--- src/rtl/vit_pkg.sv ---
// Shared Viterbi types: trellis geometry, metric array, path metric FSM states and the
// minimum-search tree node.
package vit_pkg;

  localparam int unsigned NUM_STATES = 8;
  localparam int unsigned METRIC_W   = 8;
  localparam int unsigned IDX_W      = 3;

  typedef logic [METRIC_W-1:0] metric_t;

  // Packed so that element s sits at bits [8s+7:8s] of the flat 64-bit bus.
  typedef metric_t [NUM_STATES-1:0] metric_arr_t;

  typedef enum logic [1:0] {
    StIdle,
    StRun,
    StDone
  } pmu_state_e;

  typedef struct packed {
    logic             vld;
    metric_t          metric;
    logic [IDX_W-1:0] idx;
  } min_node_t;

  // The left operand always carries the lower state index, so it wins ties and the
  // all-invalid case, which keeps index 0 as the default answer.
  function automatic min_node_t min_merge(input min_node_t l, input min_node_t r);
    logic take_r;
    take_r = r.vld && (!l.vld || (r.metric < l.metric));
    return take_r ? r : l;
  endfunction

  // True when every valid entry has its MSB set; vacuously true with no valid entries.
  function automatic logic all_valid_msb_set(input metric_arr_t cost,
                                             input logic [NUM_STATES-1:0] vld);
    logic res;
    res = 1'b1;
    for (int s = 0; s < NUM_STATES; s++) begin
      if (vld[s] && !cost[s][METRIC_W-1]) begin
        res = 1'b0;
      end
    end
    return res;
  endfunction

endpackage

--- src/rtl/min_select.sv ---
// Combinational three-level tree returning the lowest index among the minimum valid
// metrics; returns 0 when no metric is valid.
module min_select
  import vit_pkg::*;
(
  input  metric_arr_t           i_metric,
  input  logic [NUM_STATES-1:0] i_valid,
  output logic [IDX_W-1:0]      o_idx
);

  min_node_t w_leaf [NUM_STATES];
  min_node_t w_lvl1 [NUM_STATES/2];
  min_node_t w_lvl2 [NUM_STATES/4];
  min_node_t w_root;

  always_comb begin
    for (int s = 0; s < NUM_STATES; s++) begin
      w_leaf[s].vld    = i_valid[s];
      w_leaf[s].metric = i_metric[s];
      w_leaf[s].idx    = IDX_W'(s);
    end
    for (int n = 0; n < NUM_STATES / 2; n++) begin
      w_lvl1[n] = min_merge(w_leaf[2*n], w_leaf[2*n+1]);
    end
    for (int n = 0; n < NUM_STATES / 4; n++) begin
      w_lvl2[n] = min_merge(w_lvl1[2*n], w_lvl1[2*n+1]);
    end
    w_root = min_merge(w_lvl2[0], w_lvl2[1]);
  end

  assign o_idx = w_root.vld ? w_root.idx : '0;

endmodule

--- src/rtl/path_metric_unit.sv ---
// Path metric register bank and frame sequencer for an 8-state Viterbi decoder.
// Define PMU_NORM_EN to subtract 128 from all valid metrics when every one has its MSB set.
module path_metric_unit
  import vit_pkg::*;
#(
  parameter int unsigned FRAME_LEN = 16
) (
  input  logic                           clk,
  input  logic                           rst_n,
  input  logic                           start,
  input  logic                           acs_en,
  input  logic [NUM_STATES-1:0]          acs_valid,
  input  logic [NUM_STATES*METRIC_W-1:0] acs_cost,
  input  logic [NUM_STATES-1:0]          acs_sel,
  output logic [NUM_STATES*METRIC_W-1:0] pm,
  output logic [NUM_STATES-1:0]          pm_valid,
  output logic [NUM_STATES-1:0]          sel_o,
  output logic                           sel_valid,
  output logic                           done,
  output logic [IDX_W-1:0]               best_state
);

  localparam int unsigned CNT_W = 8;
  localparam logic [CNT_W-1:0] CntLast = CNT_W'(FRAME_LEN - 1);

  pmu_state_e            r_state, w_state_d;
  metric_arr_t           r_pm, w_pm_d;
  logic [NUM_STATES-1:0] r_pm_valid, w_pm_valid_d;
  logic [NUM_STATES-1:0] r_sel, w_sel_d;
  logic                  r_sel_valid, w_sel_valid_d;
  logic [CNT_W-1:0]      r_cnt, w_cnt_d;

  metric_arr_t           w_cost_raw;
  metric_arr_t           w_cost_in;
  logic [IDX_W-1:0]      w_min_idx;

  assign w_cost_raw = metric_arr_t'(acs_cost);

  always_comb begin
    w_cost_in = '0;
    for (int s = 0; s < NUM_STATES; s++) begin
      if (acs_valid[s]) begin
        w_cost_in[s] = w_cost_raw[s];
      end
    end
`ifdef PMU_NORM_EN
    // Clearing the MSB is the same as subtracting 128 once it is known to be set.
    if (all_valid_msb_set(w_cost_raw, acs_valid)) begin
      for (int s = 0; s < NUM_STATES; s++) begin
        if (acs_valid[s]) begin
          w_cost_in[s][METRIC_W-1] = 1'b0;
        end
      end
    end
`endif
  end

  always_comb begin
    w_state_d     = r_state;
    w_pm_d        = r_pm;
    w_pm_valid_d  = r_pm_valid;
    w_sel_d       = r_sel;
    w_sel_valid_d = 1'b0;
    w_cnt_d       = r_cnt;

    if (start) begin
      w_state_d    = StRun;
      w_pm_d       = '0;
      w_pm_valid_d = NUM_STATES'(1);
      w_cnt_d      = '0;
    end else begin
      case (r_state)
        StIdle: begin
          w_state_d = StIdle;
        end
        StRun: begin
          if (acs_en) begin
            w_pm_d        = w_cost_in;
            w_pm_valid_d  = acs_valid;
            w_sel_d       = acs_sel;
            w_sel_valid_d = 1'b1;
            w_cnt_d       = r_cnt + CNT_W'(1);
            if (r_cnt == CntLast) begin
              w_state_d = StDone;
            end
          end
        end
        StDone: begin
          w_state_d = StIdle;
        end
        default: begin
          w_state_d = StIdle;
        end
      endcase
    end
  end

  always_ff @(posedge clk or negedge rst_n) begin
    if (!rst_n) begin
      r_state     <= StIdle;
      r_pm        <= '0;
      r_pm_valid  <= '0;
      r_sel       <= '0;
      r_sel_valid <= 1'b0;
      r_cnt       <= '0;
    end else begin
      r_state     <= w_state_d;
      r_pm        <= w_pm_d;
      r_pm_valid  <= w_pm_valid_d;
      r_sel       <= w_sel_d;
      r_sel_valid <= w_sel_valid_d;
      r_cnt       <= w_cnt_d;
    end
  end

  min_select u_min_select (
    .i_metric (r_pm),
    .i_valid  (r_pm_valid),
    .o_idx    (w_min_idx)
  );

  assign pm         = r_pm;
  assign pm_valid   = r_pm_valid;
  assign sel_o      = r_sel;
  assign sel_valid  = r_sel_valid;
  assign done       = (r_state == StDone);
  assign best_state = done ? w_min_idx : '0;

endmodule
--- config.mk ---
export PLATFORM = sky130hd
export DESIGN_NAME = path_metric_unit
export DESIGN_NICKNAME = d
export VERILOG_FILES = /design/src/rtl/vit_pkg.sv /design/src/rtl/min_select.sv /design/src/rtl/path_metric_unit.sv
export SDC_FILE = /design/constraint.sdc
export NUM_CORES = 1
export LEC_CHECK = 0
export CAP_MARGIN = 20
export CORE_MARGIN = 2
export CORE_UTILIZATION = 45
export CTS_CLUSTER_SIZE = 24
export DETAILED_ROUTE_END_ITERATION = 10
export HOLD_SLACK_MARGIN = 0.1
export PLACE_DENSITY = 0.78
export SLEW_MARGIN = 20
export SYNTH_ARGS = -nofsm -noshare
export SYNTH_HDL_FRONTEND = slang
export SYNTH_SLANG_ARGS = --single-unit
--- constraint.sdc ---
create_clock -name clk -period 10.71 [get_ports clk]
set_input_delay 1.6065 -clock clk [delete_from_list [all_inputs] [get_ports clk]]
set_output_delay 1.6065 -clock clk [all_outputs]
set_load 0.01 [all_outputs]
==> flow_summary.ini <==
[critical_path]
cp.required_ns = 9.10
path_cells = inv_1 > ha_1 > o21a_1 > nor2_1 > o311ai_1 > nand2_1 > a21oi_1 > ha_1 > a21oi_1 > o21ai_0 > o22ai_1 > o22ai_1 > a21o_1 > nand2_1 > o21ai_0 > ha_1 > nand4_1 > or2_2 > a2111oi_1 > a211o_1 > mux2i_1 > clkdlybuf4s50_1
rr_startpoint = r_state[0]$_DFFE_PN0P_
rr_worst_depth = 5
crit_path_frequent_cell = ha_1
cp.buffers_inverters = 2
crit_arrival_ns = 6.46
crit_family = compound AO/OA/AOI/OAI gates
worst_setup_path_end_kind = primary output
r2r-end = pm[35]$_DFFE_PN0P_
crit_path_top_delay_cell = clkdlybuf4s50_1
cp_slowest_stage_delay_ns = 0.56
startpoint_type = register
worstSetupPathType = register to primary output
cp_max_fo = 16
rrSetupSlack_ns = 8.42

[final_layout]
syn_to_final_growth_pct = 39.5
final_nets = 810
diodes = 0
final_util_pct = 64.4
layout-drive-gt1-share_pct = 6.75

[global_route]
grtUsageTotal_pct = 23.9
grt_pass1_vias = 4670
grt_first_pass_wirelength_um = 24200
overflow = 0
antenna_found_initial = 0
grt_start_max_net_pins = 58

[timing]
worst_pin_slew_ns = 0.841
slew_viol_final = 0
finalHoldViolCount = 0
final-setup-viol-count = 0
setup_ws_ns = 2.64
fin_skew_ns = 0.00365
fmax_mhz = 124
rsz0062_at_grt = no
finalSetupTns_ns = 0
fin_crit_ns = 8.07
fin_crit_sh_pct = 75.4
slew_headroom_pct = 43.8

[clock_tree]
clock_latency_ns = 0.34
cts.sinks = 91
postCtsHoldBufs = 0
clk_pin_slew_worst_paths_ns = 0.06
cts_buffers = 9
htreeDepth = 3
clock_path_buffers = 2
clockRootBuffer = clkbuf_16
post-cts-setup-buffers = 0
cts_tree = built
cts_resized = 0

[power]
internal_power_w = 0.000657
power.net_switching_w = 0.000261
power.leakage_nw = 3.38
swShare_pct = 28.4
pwr-share-comb_pct = 24.9
powerDensity_nw_per_um2 = 124
power_frac_seq_pct = 41.2
vdd_drop_max_mv = 0.102
power_frac_clock_pct = 33.9

[hold_path]
min_to = sel_o[0]$_DFFE_PN0P_
hold_depth = 1
hp-start = sel_o[0]$_DFFE_PN0P_
hold_path.class = register to register

[die]
die_area_um2 = 12600
coreArea_um2 = 11500
fp-row-count = 39
dieHeight_um = 112
num_io_pins = 169
die_w_um = 112
initial_core_util_pct = 46.2

[yosys]
yosysMostFrequentCell = dfrtp_1
synth-seq-cells = 91
synth_cell_type_count = 51
synth-main-ff-cell = dfrtp_1
synthCells = 517
synth_top_area_share_pct = 43.0
yosysWarnings = 0
synth_edf_count = 0
syn_area_um2 = 5290
syn-num-nets = 651
ys_async_sr_fraction_pct = 100
synth.largest_area_cell = dfrtp_1
synth_common_cells = 91 x dfrtp_1, 64 x a22o_1, 50 x ha_1, 36 x nor2_1
syn_area_per_cell_um2 = 10.2
synth.area.top_cells = dfrtp_1 43%, ha_1 12%, a22o_1 11%
yosysSeqAreaShare_pct = 43.0

[drt]
viasPerCell = 5.69
dr_total_vias = 4686
ant_nets = 0
wire_per_inst_um = 18.0
drc_errors = 0
drt_iter0_drc = 268
dr.pass1.iters = 5
drt-total-wl_um = 14800

[placed_design]
io_buffers = 168
dp_worst_setup_slack_ns = 2.70
dp_hpwl_um = 11400
gp_congestion = 0.879

[flow_run]
cap_violations = 0

[outcome]
status = finished clean
[power groups by stage]
stage          registers, W  clock network [W]  logic, W
2_1_floorplan      0.000387                  0  0.000121
3_3_place_gp       0.000383                  0  0.000220
3_5_place_dp       0.000384                  0  0.000227
4_1_cts            0.000378           0.000317  0.000228
5_1_grt            0.000380           0.000333  0.000254
6_report           0.000378           0.000311  0.000229
[worst reg2reg max path, delay by kind of cell, from the launching register on]
kind | cells | cell delay, ns
AND/OR/NAND/NOR | 3 | 1.10
AO/OA/AOI/OAI | 1 | 0.25
buffers and inverters | 1 | 0.52
flip-flops | 1 | 0.37
[sequential cells by signal (all words and copies together), names as in the netlist]
register,flops
pm,64
pm_valid,8
r_cnt,8
r_state,2
sel_o,8
sel_valid,1
[placed cells by master, fill, tap and decap left out, drive strengths merged, types with 2 or more instances in the layout]
cell type / instances
clkdlybuf4s50: 167
dfrtp: 91
a22o: 64
ha: 50
nor2: 36
nand2: 34
inv: 33
a21oi: 30
o21ai: 20
mux2: 16
a21o: 15
nand3: 12
clkbuf: 11
and2: 10
mux2i: 10
nand2b: 8
o22ai: 5
xor2: 5
o211ai: 5
nand4: 4
and3: 4
buf: 4
a2111oi: 4
o31ai: 4
clkinv: 4
a211o: 3
nor2b: 3
nor3b: 3
a211oi: 3
o21a: 2
o311ai: 2
nor4: 2
nand3b: 2
nor4b: 2
xnor2: 2
a31oi: 2
[cell families (layout without fill, tap and decap cells)]
group | after synthesis | after routing | synth area share (%)
buf+inv | 56 | 220 | 4.23
simple gates | 122 | 122 | 11.1
compound gates | 165 | 165 | 23.4
flops | 91 | 91 | 43.0
fa+ha+maj | 50 | 50 | 11.8
mux | 26 | 26 | 5.29
xor+xnor | 7 | 7 | 1.16
[worst max path at each step]
stage / slack (ns) / startpoint / cells after the start / to
4_1_cts: 2.32 / pm[34]$_DFFE_PN0P_ / 20 / best_state[0]
5_1_grt: 2.04 / pm[1]$_DFFE_PN0P_ / 22 / best_state[0]
6_report: 2.64 / pm[2]$_DFFE_PN0P_ / 22 / best_state[0]
3_3_place_gp: 2.97 / pm[33]$_DFFE_PN0P_ / 22 / best_state[0]
3_5_place_dp: 2.70 / pm[34]$_DFFE_PN0P_ / 20 / best_state[0]
2_1_floorplan: 4.26 / pm[1]$_DFFE_PN0P_ / 23 / best_state[0]
[metal layers]
| metal | routed length [um] | GRT usage [%] | up-vias |
|---|---|---|---|
| li1 | - | - | 2225 |
| met3 | 1030 | 6.37 | 20 |
| met5 | 0 | 0 | - |
| met4 | 242 | 8.37 | 0 |
| met2 | 6860 | 37.1 | 144 |
| met1 | 6690 | 32.6 | 2297 |
[through the flow]
step / total power, W / instance area [um2] / instances / hold slack, ns
3_5_place_dp: 0.000610 / 7080 / 808 / 0.506
6_report: 0.000917 / 7380 / 824 / 0.514
2_1_floorplan: 0.000508 / 5290 / 517 / 0.506
4_1_cts: 0.000923 / 7370 / 824 / 0.517
5_1_grt: 0.000968 / 7380 / 824 / 0.544
3_3_place_gp: 0.000603 / 7080 / 808 / 0.492
[final cells by class]
class | count | area, um2
tap | 143 | 179
clock inverter | 5 | 53.8
sequential | 91 | 2280
timing repair buffer | 171 | 1700
clock buffer | 11 | 233
inverter | 33 | 124
fill | 934 | 4080
multi-input combinational | 370 | 2820
Power figures use the tool's default switching activity.
==> RTL edit, RTL diff (same settings) <==
The option `PMU_NORM_EN` is turned on by a define.
--- a/src/rtl/path_metric_unit.sv
+++ b/src/rtl/path_metric_unit.sv
@@ -1,5 +1,7 @@
 // Path metric register bank and frame sequencer for an 8-state Viterbi decoder.
 // Define PMU_NORM_EN to subtract 128 from all valid metrics when every one has its MSB set.
+`define PMU_NORM_EN
+
 module path_metric_unit
   import vit_pkg::*;
 #(
Formal check against the unedited RTL: not equivalent (Yosys sat finds a counterexample within 4 cycles, from zero or initial values and one cycle with rst_n low).
==> RTL edit against the unedited design <==
Sequential cell count did not move. Design area rose by 2.2%. Register-to-register slack worse by 220 ps. Worst setup slack got worse by 810 ps. Maximum frequency shrank 9.1%. Power grew 0.10%. Largest power group unchanged. Wire length is 6.4% higher. Non-clock buffer count stayed put. Area after synthesis increased by 2.5%.
==> RTL edit: results (changes against the unedited design) <==
[outcome]
outcome=finished, final reports clean

[sta]
worst_pin_slew_ps=925  ; +84.3 ps
clock_skew_ps=5.67  ; +2.01 ps

[cts]
cts_resized=0  ; unchanged
postCtsSetupBuffers=0  ; unchanged
htree_levels=3  ; unchanged
cts.clk_slew.worst_paths_ps=70
clock-root-buffer=clkbuf_16
cts-hold-fix-buffers=0  ; unchanged
numCtsBuffers=9  ; unchanged
clkLatencyLatePin_ps=350

[route]
dr.pass1.iters=4  ; -1
via_per_inst=5.77  ; +1.4%
wl_met2_microns=7760  ; +13%
drt-wirelength-per-cell_microns=18.4  ; +2.2%
drt_iter0_markers=237  ; -12%
highest_layer=met4
dr_wl_met3_microns=827  ; -19%
wl_met1_microns=6940  ; +3.8%

[critical_path]
regToRegSetupSlack_ps=8200  ; -220 ps
max_stage_delay_ps=810  ; +250 ps
crit_slowest_cell=o41ai_4
crit_family=compound AO/OA/AOI/OAI gates
cp.arrival_ps=7280  ; +820 ps
crit_fanout=15  ; -1

[global_route]
grt_pass1_wl_microns=25500  ; +5.5%
track_usage_pct=25.0  ; +1.0 points
grt_max_degree=72  ; +24%
grt_pass1_vias=4958  ; +6.2%

[finish]
diodes=0  ; unchanged
drive_above_1_share_pct=5.77  ; -0.99 points
final_common_cell=clkdlybuf4s50_1
largest_reg_flops=64  ; unchanged
layout.nets=840  ; +3.7%
num-fill-cells=975  ; +4.4%

[power_and_ir_drop]
ir_drop_v=0.0000942  ; -7.8%
p_leak_nw=3.45  ; +2.1%

[synthesis]
seq_area_frac_synth_pct=42.0  ; -1.0 points
synth_largest_area_cell=dfrtp_1
ys_top_cells_by_area=dfrtp_1 42%, ha_1 12%, a22o_1 8.9%
synth.distinct_cells=60  ; +18%
syn_nets=681  ; +4.6%
synthTopCellsByCount=91 x dfrtp_1, 55 x a22o_1, 50 x ha_1
synthArstFlopShare_pct=100  ; unchanged

[placed_design]
io_buffers=168  ; unchanged
gp_congestion=0.975  ; +11%
hpwl_microns=12300  ; +8.0%

[min_path]
min_path_type=reg2reg

-- RTL edit: final timing paths --
path | cells after the start | end | startpoint
hold reg to reg | 1 | sel_o[5] | sel_o[5]
min in group asynchronous | 1 | pm[36] | rst_n
max in group asynchronous | 2 | pm[21] | rst_n
hold / removal | 1 | sel_o[5] | sel_o[5]
setup reg to reg | 5 | pm[63] | r_state[1]
setup / recovery | 22 | best_state[0] | pm[33]
-- RTL edit: layout make-up --
cell class	count	share of cell area (%)
Sequential cell	91	30.2
Inverter	47	2.34
Clock inverter	6	0.829
Multi-Input combinational cell	386	38.5
Timing Repair Buffer	171	22.6
Tap cell	147	2.44
Clock buffer	10	3.17
-- RTL edit: layer usage --
layer,GRT usage (%),vias to the layer above
met5,0,-
met4,6.59,0
met3,5.79,18
met2,41.0,141
met1,33.4,2461
li1,-,2329
-- RTL edit: logic make-up after synthesis --
group / Yosys count / synth area share, %
AOI/OAI and AO/OA: 186 / 26.0
and+or+nand+nor: 128 / 11.5
DFF: 91 / 42.0
buffers and inverters: 70 / 4.84
adders and majority gates: 50 / 11.5
muxes: 15 / 2.95
xor gates and xnor gates: 7 / 1.13
-- RTL edit: through the flow --
step                      instance area [sq um]  setup slack, ps  power (mW)  hold WS [ps]  cells
after detailed placement                   7230             2250       0.600           496    842
after floorplan                            5420             3310       0.497           496    547
after global routing                       7540             1150       0.963           522    858
after global placement                     7230             2490       0.593           490    842
final                                      7540             1830       0.918           504    858
after CTS                                  7530             1830       0.927           509    858
-- RTL edit: where the power goes --
part	switching [mW]	internal, mW
logic	0.106	0.111
registers	0.0170	0.360
clock network	0.136	0.188
total	0.259	0.659
